==> config.mk <==
export PLATFORM = sky130hd
export DESIGN_NAME = cc_mux_scan
export DESIGN_NICKNAME = d
export VERILOG_FILES = /design/src/rtl/cc_mux_scan.sv
export SDC_FILE = /design/constraint.sdc
export NUM_CORES = 1
export LEC_CHECK = 0
export ABC_CLOCK_PERIOD_IN_PS = 3600
export CORE_ASPECT_RATIO = 0.75
export CORE_MARGIN = 3
export CORE_UTILIZATION = 25
export DETAILED_ROUTE_END_ITERATION = 7
export PLACE_DENSITY_LB_ADDON = 0.15
export SLEW_MARGIN = 0
export SYNTH_ARGS = -nofsm -noshare
export SYNTH_HDL_FRONTEND = slang
export SYNTH_SLANG_ARGS = --single-unit
==> constraint.sdc <==
create_clock -name CC_MUX_SCAN_CLOCK_50 -period 3.6 [get_ports CC_MUX_SCAN_CLOCK_50]
set_input_delay 0.72 -clock CC_MUX_SCAN_CLOCK_50 [delete_from_list [all_inputs] [get_ports CC_MUX_SCAN_CLOCK_50]]
set_output_delay 0.72 -clock CC_MUX_SCAN_CLOCK_50 [all_outputs]
set_load 0.05 [all_outputs]
==> src/rtl/cc_mux_scan.sv <==
// cc_mux_scan: direct-select / auto-scan channel multiplexer with registered outputs
module cc_mux_scan #(
  parameter int MUXSCAN_CHANNELS    = 8,
  parameter int MUXSCAN_SELECTWIDTH = 3,
  parameter int MUXSCAN_DATAWIDTH   = 8,
  parameter int MUXSCAN_DWELLWIDTH  = 16
) (
  input  logic                                             CC_MUX_SCAN_CLOCK_50,
  input  logic                                             CC_MUX_SCAN_RESET_InHigh,
  input  logic                                             CC_MUX_SCAN_mode_In,
  input  logic                                             CC_MUX_SCAN_enable_In,
  input  logic [MUXSCAN_SELECTWIDTH-1:0]                   CC_MUX_SCAN_select_InBUS,
  input  logic [MUXSCAN_CHANNELS*MUXSCAN_DATAWIDTH-1:0]    CC_MUX_SCAN_data_InBUS,
  input  logic [MUXSCAN_DWELLWIDTH-1:0]                    CC_MUX_SCAN_dwell_InBUS,
  output logic [MUXSCAN_DATAWIDTH-1:0]                     CC_MUX_SCAN_z_OutBUS,
  output logic [MUXSCAN_SELECTWIDTH-1:0]                   CC_MUX_SCAN_channel_OutBUS,
  output logic                                             CC_MUX_SCAN_strobe_Out,
  output logic                                             CC_MUX_SCAN_wrap_Out
);
  localparam int N = MUXSCAN_CHANNELS;
  localparam int S = MUXSCAN_SELECTWIDTH;
  localparam int W = MUXSCAN_DATAWIDTH;
  localparam int D = MUXSCAN_DWELLWIDTH;
  logic [S-1:0] chan_q, chan_d, sel_c;
  logic [D-1:0] cnt_q, cnt_d;
  logic [W-1:0] z_q, z_d;
  logic mode_q, mode_d, strobe_q, strobe_d, wrap_q, wrap_d;
  logic entry, adv, last;
  always_comb begin
    sel_c    = (32'(CC_MUX_SCAN_select_InBUS) >= N) ? S'(N - 1) : CC_MUX_SCAN_select_InBUS;
    last     = 32'(chan_q) == N - 1;
    entry    = CC_MUX_SCAN_mode_In && !mode_q;
    // >= lets a shrinking dwell force an advance instead of waiting for counter wrap
    adv      = CC_MUX_SCAN_mode_In && mode_q && CC_MUX_SCAN_enable_In && cnt_q >= CC_MUX_SCAN_dwell_InBUS;
    chan_d   = !CC_MUX_SCAN_mode_In ? sel_c : entry ? '0 : adv ? (last ? '0 : chan_q + 1'b1) : chan_q;
    cnt_d    = (!CC_MUX_SCAN_mode_In || entry || adv) ? '0 : CC_MUX_SCAN_enable_In ? cnt_q + 1'b1 : cnt_q;
    strobe_d = !CC_MUX_SCAN_mode_In ? (sel_c != chan_q) : (entry || adv);
    wrap_d   = adv && last;
    mode_d   = CC_MUX_SCAN_mode_In;
    z_d      = '0;
    for (int k = 0; k < N; k++) z_d = (32'(chan_d) == k) ? CC_MUX_SCAN_data_InBUS[k*W +: W] : z_d;
  end
  always_ff @(posedge CC_MUX_SCAN_CLOCK_50) begin
    if (CC_MUX_SCAN_RESET_InHigh) begin
      chan_q   <= '0;
      cnt_q    <= '0;
      z_q      <= '0;
      mode_q   <= 1'b0;
      strobe_q <= 1'b0;
      wrap_q   <= 1'b0;
    end else begin
      chan_q   <= chan_d;
      cnt_q    <= cnt_d;
      z_q      <= z_d;
      mode_q   <= mode_d;
      strobe_q <= strobe_d;
      wrap_q   <= wrap_d;
    end
  end
  assign CC_MUX_SCAN_z_OutBUS       = z_q;
  assign CC_MUX_SCAN_channel_OutBUS = chan_q;
  assign CC_MUX_SCAN_strobe_Out     = strobe_q;
  assign CC_MUX_SCAN_wrap_Out       = wrap_q;
endmodule

After elaboration in Yosys (flattened, before gate mapping)
Index checks and enable logic that the tools add are counted.

storage, ports and cells
  register bits after elaboration = 30
  input bits = 87
  output and inout bits = 13
  logic and storage cells = 43

cells by class
  add/sub/neg operators = 2
  magnitude comparators = 1
  eq/ne operators = 9
  mux-type cells = 13
  reduce and logical (&&, ||, !) cells = 12

operators with widths
  kind                     number
  $mux W8                  8
  $add A16 B1 Y16 const B  1
  $ge A16 B16 Y1           1
  $eq A3 B3 Y1 const B     5
  $mux W3                  4
  $eq A3 B2 Y1 const B     2
  $logic_and A1 B1 Y1      5
  $add A3 B1 Y3 const B    1
  $eq A3 B1 Y1 const B     1
  $logic_not A3 Y1         1
  $logic_or A1 B1 Y1       3
  $ne A3 B3 Y1             1
  $logic_not A1 Y1         2
  $reduce_or A2 Y1         1
  $mux W1                  1

Depth between registers and ports, before layout
Gate-level depths: netlist of the first run.

  depth in word-level cells = 15
  mapped depth = 11
  gate-level depth less buffers = 10

Worst setup path before layout of the first run
Ideal clock, no wire load.

  path type = input port to flip-flop
  start = input port CC_MUX_SCAN_dwell_InBUS[0]
  end = register z_q[0], in the netlist CC_MUX_SCAN_z_OutBUS[0]
  library setup time = 0.134 ns
  arrival time = 2.938 ns
  data required time = 3.466 ns
  setup slack = 0.528 ns
  stages on the path = 10
  buffers on the path = 1
  path through = ha_1 > nand2b_4 > a2111oi_4 > o311ai_1 > mux2_4 > a21oi_4 > or4b_1 > buf_2 > a21oi_1 > or4_1

on the way
  cells in the longest elaborated chain, start to end = 14
  elaborated cells between the ends (all ways) = 21
  classes of those cells = order compare: 1; eq/ne: 7; mux: 11; reduce/logical: 2

RTL lines
  what                    line  RTL
  from (decl)             14    input logic [MUXSCAN_DWELLWIDTH-1:0] CC_MUX_SCAN_dwell_InBUS,
  $ge A16 B16 Y1 *        34    adv = CC_MUX_SCAN_mode_In && mode_q && CC_MUX_SCAN_enable_In && cnt_q >= CC_MUX_SCAN_dwell_InBUS;
  $logic_and A1 B1 Y1 *   34
  $mux W3 * (3 in a row)  35    chan_d = !CC_MUX_SCAN_mode_In ? sel_c : entry ? '0 : adv ? (last ? '0 : chan_q + 1'b1) : chan_q;
  $logic_not A3 Y1        41    for (int k = 0; k < N; k++) z_d = (32'(chan_d) == k) ? CC_MUX_SCAN_data_InBUS[k*W +: W] : z_d;
  $mux W8 (7 in a row)    41
  $mux W8 *               41
  to (signal assigned)    54    z_q <= z_d;
  to (decl)               26    logic [W-1:0] z_q, z_d;

Every way passes the cells marked *; elsewhere a longest branch is shown, timed or not.
A chain may end at the register's enable or synchronous reset.

Final worst setup path of the first run
  start = input port CC_MUX_SCAN_dwell_InBUS[0]
  end = register z_q[3], in the netlist CC_MUX_SCAN_z_OutBUS[3]

The elaborated chain is that of the path after synthesis.

==> out/qor.yml, run 1 <==
status:
  status: "complete, no violations"
floorplan:
  chipHeight_um: 92.58
  die-area_mm2: 0.01124
  fp-row-count: 30
  core_mm2: 0.009384
  ios: 100
  start_util_pct: 26.63
  die_x_um: 121.4
finish:
  final_cell_mix: "99 x clkdlybuf4s50_1, 38 x a21oi_1, 30 x dfxtp_1"
  area_growth_pct: 57.74
  nNetsFinal: 537
  nFillCells: 979
  mostFrequentLayoutCell: "clkdlybuf4s50_1"
  layout-drive-gt1-share_pct: 14.85
  stdcell_area_mm2: 0.003941
  n_antenna_cell: 0
  instances_no_fill: 559
setup_path:
  setup.worst_path.end_class: "flop"
  reg2reg_from: "cnt_q[0]"
  cp-startpoint: "CC_MUX_SCAN_dwell_InBUS[0]"
  crit_type: "in -> reg"
  cp_data_arrival_time_ns: 3.64
  worstPathRequired_ns: 3.73
  crit_fanout: 9
  startpoint_type: "primary input"
route:
  first_iter_violations: 141
  dr.pass1.iters: 4
  wl_per_cell_um: 16.14
  vias: 2757
  route.detailed.drc: 0
  ant_nets: 0
  drt-total-wl_mm: 9.023
  via_per_inst: 4.932
clock_tree:
  clk_path_buf_depth: 2
  cts.clk_slew.worst_paths_ns: 0.05
  cts_tree: "yes"
  root_buffer: "clkbuf_16"
  cts-buffers-inserted: 5
  insertion_delay_ns: 0.27
  cts_sinks: 30
  htree_levels: 2
timing:
  skew_ns: 0.003962
  hold_violations: 0
  worst_slew_pin_slew_ns: 0.5357
  fin_crit_ns: 3.504
  timing.fmax_mhz: 285.4
  finalSetupViolations: 0
  slew_violations: 0
  post-route-period-util_pct: 97.34
  slew_headroom_pct: 64.27
  rsz0062_at_grt: "true"
pwr:
  powerDensity_mw_per_mm2: 266.9
  peakVddDrop_mv: 0.1546
  p_int_mw: 0.7609
  p_comb_share_pct: 28.7
  leakagePower_nw: 1.540
  switching_share_pct: 27.66
  seqPwrFrac_pct: 33.6
  p_switching_mw: 0.2910
  p_clk_share_pct: 37.7
synth:
  netlist_instances: 318
  synthArstFlopShare_pct: 0
  ys_seq_elements: 30
  synth.avg_cell_area_um2: 7.857
  syn-num-nets: 424
  synth_edf_count: 0
  synth-main-ff-cell: "dfxtp_1"
  ys_types: 55
  yosys_warnings: 0
  ys_seq_area_share_pct: 24.04
  syn_area_mm2: 0.002499
global_routing:
  grt-ovfl-total: 0
  grt_max_degree: 22
  gr-usage-all-layers_pct: 15.59
  first_global_vias: 2701
  grt_pass1_wl_mm: 14.10
  antenna_found_initial: 0
placement:
  placed_area_mm2: 0.003695
  dp_hpwl_mm: 6.937
  io_buffers: 99
  dp_cells: 545
  gp_congestion: 0.8194
hold_path:
  hold_class: "reg -> reg"
  hold_start: "cnt_q[15]"
run:
  drv_cap: 0
[path summary, 6_finish.rpt]
path	cells past startpoint	to	slack, ns
max	12	CC_MUX_SCAN_z_OutBUS[3]	0.1
max reg2reg	12	CC_MUX_SCAN_z_OutBUS[3]	0.47
min reg2reg	2	cnt_q[15]	0.54
min	2	cnt_q[15]	0.54
[power by group through the flow]
stage | clock [mW] | combinational [mW] | sequential (mW)
final | 0.396 | 0.302 | 0.354
after global placement | 0 | 0.289 | 0.361
after CTS | 0.405 | 0.292 | 0.353
after global routing | 0.414 | 0.325 | 0.355
after detailed placement | 0 | 0.290 | 0.360
after floorplan | 0 | 0.0980 | 0.401
[cell families (layout without fill, tap and decap cells)]
kind of cell,after synthesis,in the layout,share of synthesized area (%)
simple gates,111,111,25.09
compound gates,99,100,26.84
buf+inv,36,148,6.009
flops,30,30,24.04
fa+ha+maj,19,19,9.514
xor+xnor,18,18,6.309
mux,5,5,2.203
[registers in the layout (all words and copies together), names as in the netlist]
signal	count
CC_MUX_SCAN_channel_OutBUS	3
CC_MUX_SCAN_wrap_Out	1
cnt_q	16
CC_MUX_SCAN_strobe_Out	1
mode_q	1
CC_MUX_SCAN_z_OutBUS	8
[cell type report]
class / count / area [um^2] / share of cell area [%]
Timing Repair Buffer: 121 / 1165 / 29.56
Tap cell: 128 / 160.2 / 4.064
Multi-Input combinational cell: 253 / 1808 / 45.87
Sequential cell: 30 / 600.6 / 15.24
Clock buffer: 7 / 132.6 / 3.365
Inverter: 20 / 75.07 / 1.905
[cells in the mapped netlist (all sizes together) (8+ instances only)]
master	count	area (um^2)
or3b	14	122.6
dfxtp	30	600.6
xor2	13	113.9
o21ai	32	171.4
nand3	19	95.09
inv	20	75.07
nor2	26	97.59
nand4	8	50.05
ha	19	237.7
clkbuf	9	33.78
a21oi	39	206.5
nand2	18	67.56
[stage by stage]
stage               total power, mW  utilization [%]  hold WS [ns]   TNS, ns  worst slack (ns)
global route                  1.094            42.00        0.5745  -0.08466          -0.03786
CTS                           1.050            40.79        0.5494         0           0.02221
global placement             0.6497            39.37        0.5253    -1.315           -0.2384
finish                        1.052            42.00        0.5415         0           0.09562
detailed placement           0.6504            39.37        0.5248    -1.599           -0.2540
floorplan                    0.4990                -        0.4883         0            0.5284
[layer usage]
layer  global-route usage, %  vias to the layer above  routed length (um)
li1                        -                     1386                   -
met1                   24.44                     1281                4605
met2                   22.25                       86                3878
met3                   2.808                        4                 496
met4                   2.239                        0                  42
met5                       0                        -                   0
[what timing repair did]
| action | CTS | global route |
|---|---|---|
| endpoints found under the setup margin | 0 | 7 |
| hold buffers | 0 | 0 |
| resized for setup | 0 | 16 |
| endpoints found under the hold margin | 0 | 0 |
| buffers inserted | 0 | 5 |
[worst max-delay path: stages]
cell,delay (ns)
clkdlybuf4s50_1,0.41
ha_1,0.29
nand2b_4,0.15
a2111oi_4,0.27
buf_4,0.19
o311ai_1,0.12
mux2_4,0.31
a21oi_4,0.28
buf_6,0.17
or3b_2,0.11
a21oi_1,0.07
or4_1,0.54
(Power assumes the default switching activity.)
==> run 2: changes to the inputs <==
--- a/config.mk
+++ b/config.mk
@@ -11,2 +11,3 @@
 export CORE_UTILIZATION = 25
+export CTS_CLUSTER_DIAMETER = 120
 export DETAILED_ROUTE_END_ITERATION = 7
--- a/constraint.sdc
+++ b/constraint.sdc
@@ -3,2 +3,2 @@
 set_output_delay 0.72 -clock CC_MUX_SCAN_CLOCK_50 [all_outputs]
-set_load 0.05 [all_outputs]
+set_load 0.02 [all_outputs]
==> results of run 2 <==
Same layout as run 1 (identical final DEF). Status: complete, no violations.
Among the figures that moved: total power 1.052 mW -> 1.024 mW
==> run 3: changes to the inputs <==
Settings changed: HOLD_SLACK_MARGIN set to 0.02.
==> results of run 3 <==
Same layout as run 1 (identical final DEF). Status: complete, no violations.
Among the figures that moved: total power 1.052 mW -> 1.024 mW
==> patch (config.mk and constraints of run 2) <==
Register the inputs `CC_MUX_SCAN_mode_In`, `CC_MUX_SCAN_enable_In`, `CC_MUX_SCAN_select_InBUS`, `CC_MUX_SCAN_data_InBUS` and `CC_MUX_SCAN_dwell_InBUS` before use, without a reset. The logic sees them one clock later.
--- a/src/rtl/cc_mux_scan.sv
+++ b/src/rtl/cc_mux_scan.sv
@@ -22,4 +22,19 @@
   localparam int W = MUXSCAN_DATAWIDTH;
   localparam int D = MUXSCAN_DWELLWIDTH;
+
+  logic CC_MUX_SCAN_mode_In_q;
+  logic CC_MUX_SCAN_enable_In_q;
+  logic [MUXSCAN_SELECTWIDTH-1:0] CC_MUX_SCAN_select_InBUS_q;
+  logic [MUXSCAN_CHANNELS*MUXSCAN_DATAWIDTH-1:0] CC_MUX_SCAN_data_InBUS_q;
+  logic [MUXSCAN_DWELLWIDTH-1:0] CC_MUX_SCAN_dwell_InBUS_q;
+
+  always_ff @(posedge CC_MUX_SCAN_CLOCK_50) begin
+    CC_MUX_SCAN_mode_In_q      <= CC_MUX_SCAN_mode_In;
+    CC_MUX_SCAN_enable_In_q    <= CC_MUX_SCAN_enable_In;
+    CC_MUX_SCAN_select_InBUS_q <= CC_MUX_SCAN_select_InBUS;
+    CC_MUX_SCAN_data_InBUS_q   <= CC_MUX_SCAN_data_InBUS;
+    CC_MUX_SCAN_dwell_InBUS_q  <= CC_MUX_SCAN_dwell_InBUS;
+  end
+
   logic [S-1:0] chan_q, chan_d, sel_c;
   logic [D-1:0] cnt_q, cnt_d;
@@ -28,16 +43,16 @@
   logic entry, adv, last;
   always_comb begin
-    sel_c    = (32'(CC_MUX_SCAN_select_InBUS) >= N) ? S'(N - 1) : CC_MUX_SCAN_select_InBUS;
+    sel_c    = (32'(CC_MUX_SCAN_select_InBUS_q) >= N) ? S'(N - 1) : CC_MUX_SCAN_select_InBUS_q;
     last     = 32'(chan_q) == N - 1;
-    entry    = CC_MUX_SCAN_mode_In && !mode_q;
+    entry    = CC_MUX_SCAN_mode_In_q && !mode_q;
     // >= lets a shrinking dwell force an advance instead of waiting for counter wrap
-    adv      = CC_MUX_SCAN_mode_In && mode_q && CC_MUX_SCAN_enable_In && cnt_q >= CC_MUX_SCAN_dwell_InBUS;
-    chan_d   = !CC_MUX_SCAN_mode_In ? sel_c : entry ? '0 : adv ? (last ? '0 : chan_q + 1'b1) : chan_q;
-    cnt_d    = (!CC_MUX_SCAN_mode_In || entry || adv) ? '0 : CC_MUX_SCAN_enable_In ? cnt_q + 1'b1 : cnt_q;
-    strobe_d = !CC_MUX_SCAN_mode_In ? (sel_c != chan_q) : (entry || adv);
+    adv      = CC_MUX_SCAN_mode_In_q && mode_q && CC_MUX_SCAN_enable_In_q && cnt_q >= CC_MUX_SCAN_dwell_InBUS_q;
+    chan_d   = !CC_MUX_SCAN_mode_In_q ? sel_c : entry ? '0 : adv ? (last ? '0 : chan_q + 1'b1) : chan_q;
+    cnt_d    = (!CC_MUX_SCAN_mode_In_q || entry || adv) ? '0 : CC_MUX_SCAN_enable_In_q ? cnt_q + 1'b1 : cnt_q;
+    strobe_d = !CC_MUX_SCAN_mode_In_q ? (sel_c != chan_q) : (entry || adv);
     wrap_d   = adv && last;
-    mode_d   = CC_MUX_SCAN_mode_In;
+    mode_d   = CC_MUX_SCAN_mode_In_q;
     z_d      = '0;
-    for (int k = 0; k < N; k++) z_d = (32'(chan_d) == k) ? CC_MUX_SCAN_data_InBUS[k*W +: W] : z_d;
+    for (int k = 0; k < N; k++) z_d = (32'(chan_d) == k) ? CC_MUX_SCAN_data_InBUS_q[k*W +: W] : z_d;
   end
   always_ff @(posedge CC_MUX_SCAN_CLOCK_50) begin
Behaviour: not the same (Yosys sat finds a counterexample within 4 cycles, from zero or initial values and one cycle with CC_MUX_SCAN_RESET_InHigh high).
==> patch against run 2 <==
  * Synthesized area increased by 65%
  * Non-clock buffer count decreased by 14
  * Sequential power increased to 3.9 times the old value
  * Power rose to 3.3 times the old value
  * Setup slack improved by 230 ps
  * Highest routed layer unchanged
  * Sequential cell count is 85 higher
  * Largest power group unchanged
  * Cell area rose by 52%
  * Routed wire length is 28% higher
  * Global-route usage fell by 2.5 points
==> patch: results (changes against run 2) <==
stage,metric,value,unit,change
grt,initial antenna violation count,0,,unchanged
pwr,Peak VDD IR,0.000244,V,+58%
drt,drt wl/cell,15.6,µm,-3.3%
critical_path,CP Max Fanout,12,,+3
timing,worst rel slew slack,48.1,%,-16 points
logic_synthesis,"top cells by area, synth","dfxtp_1 56%, ha_1 5.8%, nand3_1 4.8%",,
grt,Total Routing Usage GR,13.1,%,-2.5 points
finish,Antenna Diode Count,0,,unchanged
hold_path,WHS Endpoint,cnt_q[15]$_SDFFE_PP0P_,,
clock_tree,CTS buffer count,17,,+12
critical_path,r2r setup slk,330,ps,-140 ps
drt,DR iter-0 viols,242,,+72%
finish,Fillers,1599,,+63%
critical_path,CP arrival,3550,ps,-90 ps
grt,met3 Resource Use GR,3.87,%,+1.1 points
logic_synthesis,"Avg Cell Area, Syn",10.1,µm²,+29%
critical_path,Critical Path Start,cnt_q[0]$_SDFFE_PP0P_,,
placement,DP Worst Slack,228,ps,+482 ps
placement,Cells after DPL,706,,+30%
hold_path,WHS Path Cells,2,,unchanged
logic_synthesis,Synth top cells by count,"115 x dfxtp_1, 40 x nand3_1, 29 x nor2_1, 24 x o21ai_0, 21 x nand2_1",,
pwr,P_sw,751,µW,+190%
critical_path,r2r worst-path depth,10,,-2
logic_synthesis,Post-Syn Nets,514,,+21%
timing,Clock Skews,9.41,ps,+5.45 ps
finish,Final nets,621,,+16%
logic_synthesis,register area share after synthesis,55.7,%,+32 points
grt,GRT met2 Usage,17.4,%,-4.9 points
clock_tree,Clock Tree Buf Depth,2,,unchanged
placement,I/O Buffers,99,,unchanged
placement,dpl hpwl,8660,µm,+25%
drt,routed vias/inst,4.50,,-8.7%
finish,share of layout cells above drive strength 1,9.85,%,-5.0 points
timing,Hold WS,525,ps,-16.3 ps
drt,1st-pass router iterations,4,,unchanged
outcome,outcome,"complete, no violations",,
grt,met1 Use GR,19.5,%,-4.9 points
grt,largest net degree at the start of global routing,24,,+9.1%
placement,GP Congestion,0.894,,+9.1%
critical_path,CP max-delay cell,or4_1,,
clock_tree,H-Tree Depth,4,,+2
clock_tree,setup bufs post-CTS,0,,unchanged
clock_tree,worst skew pair latency,410,ps,+140 ps
hold_path,HP Class,register to register,,
critical_path,CP endpoint,CC_MUX_SCAN_z_OutBUS[2]$_SDFF_PP0_,,
finish,"non-filler cells, final",738,,+32%
grt,first-pass GRT wire length,18500,µm,+31%
pwr,Pleak,2.39,nW,+55%
logic_synthesis,Yosys cell types,53,,-3.6%
grt,vias in the first global route,3398,,+26%
critical_path,CP max stage delay,510,ps,-30 ps
critical_path,FF-to-FF End,CC_MUX_SCAN_z_OutBUS[2]$_SDFF_PP0_,,
finish,top flop regs,"CC_MUX_SCAN_data_InBUS_q x64, CC_MUX_SCAN_dwell_InBUS_q x16, cnt_q x16",,
## patch: kinds of logic after synthesis
group,share of synthesized area (%)
AOI/OAI and AO/OA,14.9
xor gates and xnor gates,3.82
adders and majority gates,5.76
buffers and inverters,3.73
DFF,55.7
muxes,0.788
and+or+nand+nor,15.3
## patch: timing repair
action | CTS | global route
resized for setup | 0 | 2
setup endpoints to repair | 0 | 7
hold endpoints to repair | 0 | 0
hold buffers | 0 | 0
## patch: metal layers
| layer | up-vias | wire length [µm] |
|---|---|---|
| met4 | 0 | 81 |
| met2 | 92 | 4740 |
| met1 | 1550 | 6040 |
| met5 | - | 0 |
| li1 | 1676 | - |
| met3 | 4 | 665 |
## patch: area by class of cell
cell class,instances,area share [%]
clock buffer,18,7.18
sequential,115,38.5
tap,210,4.40
inverter,18,1.13
timing repair buffer,107,17.6
clock inverter,14,2.99
multi-input combinational,256,28.2
## patch: tightest hold or removal path, delay by kind of cell (launching register included)
kind | cells | cell delay (ps)
xor gates and xnor gates | 1 | 70
DFF | 1 | 350
and+or+nand+nor | 1 | 70
## patch: power by group through the flow
stage / combinational (mW) / clock (mW) / sequential [mW]
after floorplan: 0.0958 / 0 / 1.40
after global placement: 0.261 / 0 / 1.40
after detailed placement: 0.262 / 0 / 1.39
after CTS: 0.264 / 1.75 / 1.37
after global routing: 0.285 / 1.81 / 1.37
final: 0.262 / 1.71 / 1.37
## patch: per-stage QoR
| step | power [mW] | instance area [µm²] |
|---|---|---|
| final | 3.34 | 5970 |
| after global routing | 3.46 | 5970 |
| after CTS | 3.39 | 5970 |
| after detailed placement | 1.66 | 5360 |
| after global placement | 1.66 | 5360 |
| after floorplan | 1.49 | 4130 |
